==> src/rtl/morse_tx_controller.sv <==
// morse_tx_controller: sends one Morse letter (S..Z) per accepted request onto led_out.
// Define MORSE_QUEUE_EN to add a one-entry holding register for back-to-back letters.
module morse_tx_controller #(
   parameter int unsigned TICK_DIV  = 25000000,
   parameter int unsigned GAP_TICKS = 3
) (
   input  logic       clock,
   input  logic       reset,
   input  logic       req_valid,
   input  logic [2:0] req_code,
   output logic       req_ready,
   input  logic       abort,
   output logic       led_out,
   output logic       busy,
   output logic       done
);

   localparam int unsigned PAT_W = 16;
   localparam int unsigned LEN_W = 5;
   localparam int unsigned DIV_W = (TICK_DIV > 1) ? $clog2(TICK_DIV) : 1;
   localparam int unsigned GAP_W = (GAP_TICKS > 0) ? $clog2(GAP_TICKS + 1) : 1;
   localparam logic [DIV_W-1:0] DIV_RELOAD = DIV_W'(TICK_DIV - 1);
   localparam logic [GAP_W-1:0] GAP_LOAD   = GAP_W'(GAP_TICKS);
   localparam logic             NO_GAP     = (GAP_TICKS == 0);
`ifdef MORSE_QUEUE_EN
   localparam logic             READY_BUSY = 1'b1;
`else
   localparam logic             READY_BUSY = 1'b0;
`endif

   typedef enum logic [1:0] {IDLE, SEND, GAP} state_t;

   state_t           state;
   logic [PAT_W-1:0] shift_reg;
   logic [LEN_W-1:0] bits_left;
   logic [DIV_W-1:0] divider;
   logic [GAP_W-1:0] gap_left;

   logic             transfer_c;
   logic             tick_c;
   logic             letter_end_c;
   logic             chain_c;
   logic             start_c;
   logic [2:0]       chain_code_c;
   logic [2:0]       start_code_c;
   logic [PAT_W-1:0] pat_c;
   logic [LEN_W-1:0] len_c;

   assign transfer_c   = req_valid && req_ready;
   assign tick_c       = (divider == '0);
   assign letter_end_c = tick_c &&
                         (((state == SEND) && (bits_left == LEN_W'(1)) && NO_GAP) ||
                          ((state == GAP) && (gap_left == GAP_W'(1))));

`ifdef MORSE_QUEUE_EN
   logic       hold_valid;
   logic [2:0] hold_code;

   // A finishing letter chains straight into the held letter, or into a same-edge request.
   assign chain_c      = letter_end_c && (hold_valid || transfer_c);
   assign chain_code_c = hold_valid ? hold_code : req_code;
`else
   assign chain_c      = 1'b0;
   assign chain_code_c = req_code;
`endif

   // A transfer in IDLE beats a coincident abort; a busy abort beats chaining.
   assign start_c      = (state == IDLE) ? transfer_c : (!abort && chain_c);
   assign start_code_c = (state == IDLE) ? req_code : chain_code_c;

   // Pattern ROM: left-aligned, MSB sent first, one bit per time unit.
   always_comb begin
      pat_c = '0;
      len_c = '0;
      case (start_code_c)
         3'd0: begin pat_c = {5'b10101, 11'b0};          len_c = 5'd5;  end
         3'd1: begin pat_c = {3'b111, 13'b0};            len_c = 5'd3;  end
         3'd2: begin pat_c = {7'b1010111, 9'b0};         len_c = 5'd7;  end
         3'd3: begin pat_c = {9'b101010111, 7'b0};       len_c = 5'd9;  end
         3'd4: begin pat_c = {9'b101110111, 7'b0};       len_c = 5'd9;  end
         3'd5: begin pat_c = {11'b11101010111, 5'b0};    len_c = 5'd11; end
         3'd6: begin pat_c = {13'b1110101110111, 3'b0};  len_c = 5'd13; end
         3'd7: begin pat_c = {11'b11101110101, 5'b0};    len_c = 5'd11; end
         default: begin pat_c = '0;                      len_c = '0;    end
      endcase
   end

   always_ff @(posedge clock or posedge reset) begin
      if (reset) begin
         state     <= IDLE;
         shift_reg <= '0;
         bits_left <= '0;
         divider   <= '0;
         gap_left  <= '0;
         led_out   <= 1'b0;
         busy      <= 1'b0;
         done      <= 1'b0;
         req_ready <= 1'b1;
`ifdef MORSE_QUEUE_EN
         hold_valid <= 1'b0;
         hold_code  <= '0;
`endif
      end else begin
         done <= 1'b0;
         if (start_c) begin
            state     <= SEND;
            shift_reg <= pat_c;
            bits_left <= len_c;
            divider   <= DIV_RELOAD;
            gap_left  <= '0;
            led_out   <= pat_c[PAT_W-1];
            busy      <= 1'b1;
            req_ready <= READY_BUSY;
            done      <= (state != IDLE);
`ifdef MORSE_QUEUE_EN
            hold_valid <= 1'b0;
`endif
         end else if ((state != IDLE) && (abort || letter_end_c)) begin
            // Abort and normal completion both park in IDLE; only completion pulses done.
            state     <= IDLE;
            shift_reg <= '0;
            bits_left <= '0;
            divider   <= '0;
            gap_left  <= '0;
            led_out   <= 1'b0;
            busy      <= 1'b0;
            req_ready <= 1'b1;
            done      <= !abort;
`ifdef MORSE_QUEUE_EN
            hold_valid <= 1'b0;
`endif
         end else if (state != IDLE) begin
            divider <= tick_c ? DIV_RELOAD : divider - DIV_W'(1);
`ifdef MORSE_QUEUE_EN
            if (transfer_c) begin
               hold_valid <= 1'b1;
               hold_code  <= req_code;
               req_ready  <= 1'b0;
            end
`endif
            if (tick_c) begin
               if (state == SEND) begin
                  if (bits_left == LEN_W'(1)) begin
                     state    <= GAP;
                     gap_left <= GAP_LOAD;
                     led_out  <= 1'b0;
                  end else begin
                     shift_reg <= shift_reg << 1;
                     bits_left <= bits_left - LEN_W'(1);
                     led_out   <= shift_reg[PAT_W-2];
                  end
               end else begin
                  gap_left <= gap_left - GAP_W'(1);
               end
            end
         end
      end
   end

endmodule

==> config.mk <==
export PLATFORM = sky130hd
export DESIGN_NAME = morse_tx_controller
export DESIGN_NICKNAME = d
export VERILOG_FILES = /design/src/rtl/morse_tx_controller.sv
export SDC_FILE = /design/constraint.sdc
export NUM_CORES = 1
export LEC_CHECK = 0
export CAP_MARGIN = 20
export CORE_MARGIN = 5
export CORE_UTILIZATION = 30
export DETAILED_ROUTE_END_ITERATION = 7
export PLACE_DENSITY = 0.53
export SYNTH_ARGS = -nofsm -noshare
export SYNTH_HDL_FRONTEND = slang
export SYNTH_SLANG_ARGS = --single-unit
==> constraint.sdc <==
create_clock -name clock -period 2.7 [get_ports clock]
set_clock_uncertainty 0.05 [all_clocks]
set_input_delay 0.81 -clock clock [delete_from_list [all_inputs] [get_ports clock]]
set_output_delay 0.81 -clock clock [all_outputs]
set_load 0.05 [all_outputs]
After elaboration in Yosys (flattened, before gate mapping)
Memory sizes are Yosys's and may differ from the RTL's.
Cells that the tools add are included.
- bits in registers: 53
- bits in read-only memories: 112
- bits of input ports: 7
- memories kept: 1
- memories (memory ; words ; bits a word ; read ports ; clocked after memory_dff ; write ports ; line ; text):
    (no name shown) ; 8 ; 14 ; 1 ; 0 ; 0 ; 75 ; case (start_code_c)
- $add $sub $neg: 3
- equality and inequality tests: 6
- mux-type cells: 41
- reduce and logical (&&, ||, !) cells: 18
- operators with widths (kind ; count):
    2-to-1 mux 25 bit ; 4
    2-to-1 mux 15 bit ; 6
    2-to-1 mux 5 bit ; 6
    logical NOT 25 bit ; 1
    subtractor 25 x 1 -> 25 bit (second input constant) ; 1
    2-to-1 mux 2 bit ; 12
    2-to-1 mux 1 bit ; 13
    nonzero test 3 bit ; 4
    AND reduction 4 bit ; 2
    AND reduction 3 bit ; 2
    == test 5 x 1 -> 1 bit (second input constant) ; 1
    subtractor 5 x 1 -> 5 bit (second input constant) ; 1
    == test 2 x 1 -> 1 bit (second input constant) ; 2
    logical AND 1 bit ; 4
    != test 4 x 3 -> 1 bit (second input constant) ; 1
    nonzero test 2 bit ; 2
    != test 3 bit (second input constant) ; 1
    == test 2 bit (second input constant) ; 1
    logical NOT 2 bit ; 1
    subtractor 2 x 1 -> 2 bit (second input constant) ; 1
    logical NOT 1 bit ; 1
    logical OR 1 bit ; 1

Logic depth before layout (Yosys ltp)
Gate-level depths: netlist (run 1).
- depth after elaboration: 7
- depth in mapped cells: 10

Worst setup path before layout (run 1)
Ideal clock, no wire load.
- kind: register -> register
- from: register divider[0]
- to: register bits_left[4]
- library setup time: 0.122 ns
- data arrival time: 2.315 ns
- required time: 2.528 ns
- slack: 0.214 ns
- cell stages (with the launch flop): 11
- clock period less this slack: 2.486 ns
- cell sequence: dfrtp_1 > inv_1 > ha_1 > nor3b_1 > nand4b_1 > nor4_4 > buf_6 > a21o_4 > buf_6 > o21ai_1 > a32o_1
- longest elaborated chain between the ends: 6
- elaborated cells on any way between the ends: 11
- classes of those cells: eq/ne: 1; mux: 2; reduce/logical: 8
- ends and longest elaborated chain (element ; line ; text):
    from (decl) ; 36 ; logic [DIV_W-1:0] divider;
    from (signal assigned) ; 133 ; divider <= tick_c ? DIV_RELOAD : divider - DIV_W'(1);
    logical NOT 25 bit * ; 50 ; assign tick_c = (divider == '0);
    logical AND 1 bit ; 51 ; assign letter_end_c = tick_c &&
    logical OR 1 bit ; 118 ; end else if ((state != IDLE) && (abort || letter_end_c)) begin
    logical AND 1 bit ; 118 ;
    != test 3 bit (no line), or another cell as far along ; - ;
    AND reduction 4 bit (no line) or 2-to-1 mux 5 bit (tied branches) ; - ;
    to (signal assigned) ; 108 ; bits_left <= len_c;
    to (signal assigned) ; 149 ; bits_left <= bits_left - LEN_W'(1);
    to (decl) ; 35 ; logic [LEN_W-1:0] bits_left;
Every way passes the cells marked *; elsewhere a longest branch is shown, timed or not.
A chain may end at the register's enable or synchronous reset.

Final worst setup path (run 1)
- from: register req_ready
- to: output port req_ready
- RTL lines (element ; line ; text):
    from (decl) ; 11 ; output logic req_ready,
    from (signal assigned) ; 98 ; req_ready <= 1'b1;
    from (signal assigned) ; 113 ; req_ready <= READY_BUSY;
    from (signal assigned) ; 127 ; req_ready <= 1'b1;
No word-level cell between the ends.

==> results.cfg, run 1 <==
[drt]
wirelength_um = 7810
ant_nets = 0
num_vias = 2529
drt_iter0_markers = 140
detail_route.first_pass.iterations = 4
vias_per_cell = 5.17
drc = 0
wire_per_inst_um = 16.0

[finish]
seq_area_mm2 = 0.00125
fin_nets = 370
stdcell_count = 489
largest_reg_flops = 25
nFillCells = 1051
area_growth_pct = 18.3
antenna_cells = 0
drive_gt1_share_pct = 16.6
multi_input_area_mm2 = 0.00160
final_area_mm2 = 0.00352

[synthesis]
async_flop_share_pct = 100
synthCells = 326
synth_seq_cells = 50
synth_flop_cell = dfrtp_1
seq_area_frac_synth_pct = 42.1
netlist_area_mm2 = 0.00298
synth_commonest_cells = dfrtp_1, nor2_1, nand2_1
yosysTopAreaCell = dfrtp_1
yosysWarningCount = 0
syn_avg_cell_area_um2 = 9.13
synthTopCellsByArea = dfrtp_1, nor2_1, o21ai_0
synth.distinct_cells = 62
post-synth-top-count-cell = dfrtp_1
synth_edf_count = 0
synth_top_cell_area_share_pct = 41.2
syn-num-nets = 341

[pwr]
ir_drop_v = 0.000182
seqPwrFrac_pct = 51.1
p_leak_nw = 1.62
power_frac_comb_pct = 5.0
power_mw = 1.47
p_clk_share_pct = 43.9
p_int_mw = 1.15
p_sw_mw = 0.318
swShare_pct = 21.7
powerDensity_mw_per_mm2 = 417

[cts]
clk_path_buf_depth = 2
clockRootBuffer = clkbuf_8
cts_tree = done
cts.sinks = 50
htreeDepth = 2
cts.clk_slew.worst_paths_ns = 0.09
cts_made_buffers = 5
clk_latency_ns = 0.32

[critical_path]
end_kind = primary output
required_ns = 1.84
start_kind = flop
cpPeakStageDelay_ns = 0.80
critPathSlowestCell = clkdlybuf4s50_1
crit_type = flop to primary output
crit_fanout = 4
crit_family = buffers and inverters
critPathBufInv = 1
critPathArrivalTime_ns = 1.68
reg2reg_depth = 8
crit_path_cell_trace = clkdlybuf4s50_1
worst-path-stages = 1

[sta]
worstMarginPinSlew_ns = 0.585
tns_ns = 0
post-route-min-period_ns = 2.54
fmax_mhz = 394
hold_slack_ns = 0.437
rsz0062_at_grt = false
finalSetupViolations = 0
period_share_pct = 94.1
slew_headroom_pct = 60.7
hold_violations = 0
drv_slew = 0

[job]
maxCapViolCount = 0

[run_status]
status = complete, no violations

[floorplanning]
die-area_mm2 = 0.0120
die_h_um = 110
die_x_um = 110
ios = 11
core_area_mm2 = 0.00973
start_util_pct = 30.6
rows = 36

[placement]
placedInstanceArea_mm2 = 0.00336
dp.cells = 480
hpwlAfterDp_um = 5680
io_buffers = 10
gp_congestion = 0.839

[grt]
grt.overflow.total = 0
antenna_found_initial = 0
grt_pass1_vias = 2648
grt_pass1_wl_um = 13400
grt_max_degree = 26
grt_use_total_pct = 14.4

[min_path]
hp-class = flop to flop
min_path_cells = 2
-- stage by stage --
step	setup slack (ns)	util, %
floorplan	0.214	-
global placement	0.148	34.6
detailed placement	0.0576	34.6
CTS	0.138	36.0
global route	0.00226	36.2
finish	0.159	36.2
-- cell usage in the layout (no fill, tap or decap), types with 6 or more instances in the layout --
master,instances
clkdlybuf4s50_1,10
a21oi_1,19
nand3_1,8
nor3_1,9
nor2_1,39
nand2_1,26
o22a_1,8
or3_1,9
o21ai_0,25
o21ai_1,9
buf_4,26
xnor2_1,6
dfrtp_1,49
ha_1,8
inv_1,13
-- repair_timing --
action,in CTS,in global routing
gates resized for setup,0,2
endpoints found under the setup margin,0,11
setup buffers,0,1
hold buffers,0,0
-- kinds of logic after synthesis --
family | after synthesis | synth area share, %
AOI/OAI and AO/OA | 106 | 25.1
buffers and inverters | 29 | 4.63
muxes | 5 | 1.68
adders and majority gates | 8 | 3.36
and+or+nand+nor | 121 | 21.1
DFF | 50 | 42.1
xor gates and xnor gates | 7 | 2.06
-- routing by layer --
layer	GRT usage (%)	wire length, um	vias up
met1	18.9	3720	1240
met2	23.3	3770	32
met5	0	0	-
met4	5.43	142	0
met3	2.82	176	13
li1	-	-	1244
-- final timing paths --
path / startpoint / to / slack, ns
worst max-delay path: req_ready / req_ready / 0.16
worst min-delay path: busy / busy / 0.44
worst max register to register: divider[0] / gap_left[0] / 0.17
worst min register to register: busy / busy / 0.44
max in group asynchronous: reset / req_ready / 1.48
min in group asynchronous: reset / shift_reg[10] / 0.80
-- layout make-up --
| type | count | area share (%) |
|---|---|---|
| sequential | 50 | 35.6 |
| timing repair buffer | 37 | 8.96 |
| multi-input combinational | 247 | 45.3 |
| clock buffer | 5 | 1.96 |
| inverter | 14 | 1.49 |
| clock inverter | 3 | 1.96 |
| tap | 133 | 4.73 |
-- power groups by stage --
stage | combinational, mW | sequential [mW] | clock (mW)
6_report | 0.0739 | 0.749 | 0.643
5_1_grt | 0.0836 | 0.750 | 0.691
4_1_cts | 0.0749 | 0.749 | 0.660
3_5_place_dp | 0.0747 | 0.764 | 0
3_3_place_gp | 0.0741 | 0.764 | 0
2_1_floorplan | 0.0405 | 0.765 | 0
Note: power is estimated with default switching activity, not from simulation.
==> inputs of run 2 (changes only) <==
- CORE_MARGIN: 5 -> 10
==> results.cfg, run 2 (same netlist as run 1, synthesis figures left out) <==
[pwr]
swShare_pct = 23.2
power_mw = 1.27
p_sw_mw = 0.295
seqPwrFrac_pct = 58.9
power_frac_comb_pct = 6.0
p_leak_nw = 1.61
p_int_mw = 0.978
ir_drop_v = 0.000178
powerDensity_mw_per_mm2 = 362
p_clk_share_pct = 35.2

[cts]
cts_made_buffers = 5
clk_path_buf_depth = 2
htreeDepth = 2
cts_tree = done
clk_latency_ns = 0.31
cts.clk_slew.worst_paths_ns = 0.09
post_cts_buffers = 0
cts.sinks = 50
clockRootBuffer = clkbuf_8

[drt]
detail_route.first_pass.iterations = 4
vias_per_cell = 5.21
ant_nets = 0
drt_iter0_markers = 95
wirelength_um = 7730
num_vias = 2544
drc = 0
wire_per_inst_um = 15.8

[run_status]
status = complete, no violations

[grt]
grt.overflow.total = 0
grt_pass1_vias = 2587
antenna_found_initial = 0
grt_use_total_pct = 11.3
grt_max_degree = 34
grt_pass1_wl_um = 13300

[placement]
dp_slack_ns = 0.0848
dp.cells = 482
io_buffers = 10
gp_congestion = 0.858
placedInstanceArea_mm2 = 0.00339
hpwlAfterDp_um = 5760

[critical_path]
start_kind = flop
crit_family = buffers and inverters
r2r_slack_ns = 0.19
reg2reg_depth = 11
cpPeakStageDelay_ns = 0.82
required_ns = 1.84
critPathBufInv = 1
critPathSlowestCell = clkdlybuf4s50_1
critPathArrivalTime_ns = 1.69
crit_type = flop to primary output
crit_path_cell_trace = clkdlybuf4s50_1
end_kind = primary output
worst-path-stages = 1
crit_fanout = 4

[finish]
area_growth_pct = 18.2
stdcell_count = 488
fin_nets = 371
mostFrequentLayoutCells = dfrtp_1, nor2_1, nand2_1
final_common_cell = dfrtp_1
drive_gt1_share_pct = 17.5
final_area_mm2 = 0.00352
antenna_cells = 0
largest_reg_flops = 25
fin_util_pct = 36.1

[sta]
drv_slew = 0
worstMarginPinSlew_ns = 0.578
hold_violations = 0
fmax_mhz = 392
finalSetupViolations = 0
slew_headroom_pct = 61.2
post-route-min-period_ns = 2.55
fin_ws_ns = 0.147
period_share_pct = 94.6

[floorplanning]
rows = 36
die_h_um = 120
die-area_mm2 = 0.0143
ios = 11
core_area_mm2 = 0.00973
die_x_um = 120
start_util_pct = 30.6

[min_path]
hp-class = flop to flop
min_path_cells = 2

[job]
maxCapViolCount = 0
run 2: final timing paths:
kind                           endpoint  startpoint
min in group asynchronous  shift_reg[9]       reset
min                                busy        busy
min reg2reg                        busy        busy
max in group asynchronous    divider[0]       reset
max reg2reg                 divider[14]  divider[0]
max                           req_ready   req_ready
run 2: final cells by class:
class	instances	area, um^2
Clock buffer	6	82.6
Fill cell	1026	6210
Inverter	14	52.6
Multi-Input combinational cell	247	1620
Sequential cell	50	1250
Tap cell	133	166
Timing Repair Buffer	38	339
run 2: metrics by stage:
stage | hold WS, ns | setup TNS, ns
2_1_floorplan | 0.424 | 0
3_3_place_gp | 0.419 | 0
3_5_place_dp | 0.431 | 0
4_1_cts | 0.454 | 0
5_1_grt | 0.471 | -0.0199
6_report | 0.443 | 0
run 2: power groups by stage:
stage | Sequential, mW | Clock (mW) | Combinational [mW]
finish | 0.749 | 0.448 | 0.0759
global route | 0.750 | 0.488 | 0.0864
CTS | 0.749 | 0.462 | 0.0770
detailed placement | 0.764 | 0 | 0.0767
global placement | 0.764 | 0 | 0.0762
floorplan | 0.765 | 0 | 0.0405
run 2: timing repair:
item | 4_1_cts | 5_1_grt
hold endpoints to repair | 0 | 0
gates resized for setup | 0 | 8
setup endpoints to repair | 0 | 34
hold buffers | 0 | 0
run 2: per-layer routing:
metal / GRT usage [%] / up-vias / routed length, um
met1: 14.5 / 1255 / 3630
li1: - / 1245 / -
met4: 2.79 / 0 / 59
met2: 18.9 / 39 / 3820
met5: 0 / - / 0
met3: 2.20 / 5 / 222
==> inputs of run 3 (changes only) <==
- ABC_AREA: unset -> 1
- REMOVE_ABC_BUFFERS: unset -> 1
==> results.cfg, run 3 <==
[synthesis]
synthMuxAreaShare_pct = 0
synth.distinct_cells = 36
yosysTopAreaCell = dfrtp_1
synth_compound_area_share_pct = 9.54
synthCells = 432
synthTopCellsByArea = dfrtp_1, nand2_1, nand3_1
netlist_area_mm2 = 0.00316
synth_top_cell_area_share_pct = 38.8
synth_adder_area_share_pct = 3.17
synth_commonest_cells = nand2_1, dfrtp_1, inv_1
yosysWarningCount = 0
synth_top_family_by_area = simple AND/OR/NAND/NOR gates
synth_flop_cell = dfrtp_1
syn_avg_cell_area_um2 = 7.32
post-synth-top-count-cell = nand2_1
seq_area_frac_synth_pct = 39.6
synth_seq_cells = 50
synthSimpleGateAreaFrac_pct = 35.8
async_flop_share_pct = 100
synth_xor_area_share_pct = 3.33
synth_edf_count = 0

[drt]
wire_per_inst_um = 12.8
drc = 0
drt_iter0_markers = 190
wirelength_um = 7490
ant_nets = 0
vias_per_cell = 4.78
detail_route.first_pass.iterations = 4
num_vias = 2798

[placement]
gp_congestion = 0.818
dp_slack_ns = 0.229
hpwlAfterDp_um = 5440
placedInstanceArea_mm2 = 0.00345
io_buffers = 10

[run_status]
status = complete, no violations

[sta]
rsz0062_at_grt = false
fin_ws_ns = 0.181
period_share_pct = 93.3
finalSetupViolations = 0
tns_ns = 0
slew_headroom_pct = 65.9
post-route-min-period_ns = 2.52
drv_slew = 0
worstMarginPinSlew_ns = 0.511
fmax_mhz = 397
hold_violations = 0

[cts]
cts_made_buffers = 5
clk_path_buf_depth = 2
cts.repair.resized = 0
cts.sinks = 50
clk_latency_ns = 0.31
cts.clk_slew.worst_paths_ns = 0.09
post_cts_buffers = 0
cts_hold_buf = 0
clockRootBuffer = clkbuf_8
cts_tree = done
htreeDepth = 2

[critical_path]
crit_path_cell_trace = clkdlybuf4s50_1
start_kind = flop
required_ns = 1.84
crit_type = flop to primary output
end_kind = primary output
crit_fanout = 3
critPathArrivalTime_ns = 1.66
crit_family = buffers and inverters
critPathBufInv = 1
cpPeakStageDelay_ns = 0.80
r2r_slack_ns = 0.41
critPathSlowestCell = clkdlybuf4s50_1

[pwr]
powerDensity_mw_per_mm2 = 1100
p_leak_nw = 1.81
ir_drop_v = 0.000522
power_mw = 3.90

[floorplanning]
die_x_um = 123
rows = 37
die-area_mm2 = 0.0150
start_util_pct = 30.8
ios = 11
die_h_um = 123
core_area_mm2 = 0.0103

[finish]
largest_reg_flops = 25
antenna_cells = 0
area_growth_pct = 11.6
final_common_cell = nand2_1
multi_input_area_mm2 = 0.00164
fin_nets = 463
drive_gt1_share_pct = 8.46
final_area_mm2 = 0.00353
nFillCells = 1156
seq_area_mm2 = 0.00125
mostFrequentLayoutCells = nand2_1, dfrtp_1, inv_1

[grt]
grt.overflow.total = 0
grt_use_total_pct = 10.6
grt_max_degree = 35
grt_pass1_wl_um = 13200
grt_pass1_vias = 2751
antenna_found_initial = 0

[min_path]
hp-class = flop to flop

[job]
maxCapViolCount = 0
## run 3: changes by cell type after synthesis, sizes merged, moves of 6 or more
cell | previous run | this run
nand4 | 0 | 8
o22a | 8 | 0
nor2 | 40 | 51
a2bb2oi | 6 | 0
nand2 | 27 | 132
xor2 | 1 | 10
or3 | 10 | 0
o21ai | 36 | 24
clkbuf | 9 | 2
inv | 14 | 50
a21oi | 21 | 13
nand3 | 8 | 46
## run 3: kinds of logic after synthesis
group,count (synthesis)
adder cells (fa/ha/maj),8
AND/OR/NAND/NOR,249
AO/OA/AOI/OAI,50
buffers and inverters,63
XOR/XNOR,12
flip-flops,50
## run 3: layer usage
metal  wire [um]  part of all wire, %  GRT usage, %
met5           0                    0             0
met4         104                  1.4          2.95
met3         216                  2.9          2.34
met2        3560                   48          17.4
met1        3610                   48          13.8
## run 3: worst paths after layout
check                             start      endpoint  depth (start not counted)
hold / removal             shift_reg[4]  shift_reg[4]                          2
hold reg to reg            shift_reg[4]  shift_reg[4]                          2
setup / recovery              req_ready     req_ready                          1
min in group asynchronous         reset  shift_reg[6]                          2
setup reg to reg             divider[0]  shift_reg[8]                          9
max in group asynchronous         reset   divider[13]                          3
## run 3: stage by stage
step,cells,utilization [%],hold slack [ns]
6_report,585,34.3,0.426
5_1_grt,585,34.3,0.450
4_1_cts,585,34.3,0.432
3_5_place_dp,577,33.5,0.409
3_3_place_gp,577,33.5,0.405
2_1_floorplan,420,-,0.391
## run 3: power by group
| group | internal, mW | leakage (nW) | total (mW) | switching [mW] |
|---|---|---|---|---|
| Clock | 0.185 | 0.0395 | 0.441 | 0.256 |
| Sequential | 1.05 | 0.646 | 1.29 | 0.238 |
| Combinational | 0.743 | 1.13 | 2.17 | 1.42 |
## run 3: final cells by class
cell class,count,area share [%]
Tap cell,136,4.82
Multi-Input combinational cell,319,46.4
Timing Repair Buffer,21,5.53
Clock buffer,8,2.27
Sequential cell,50,35.5
Inverter,51,5.43
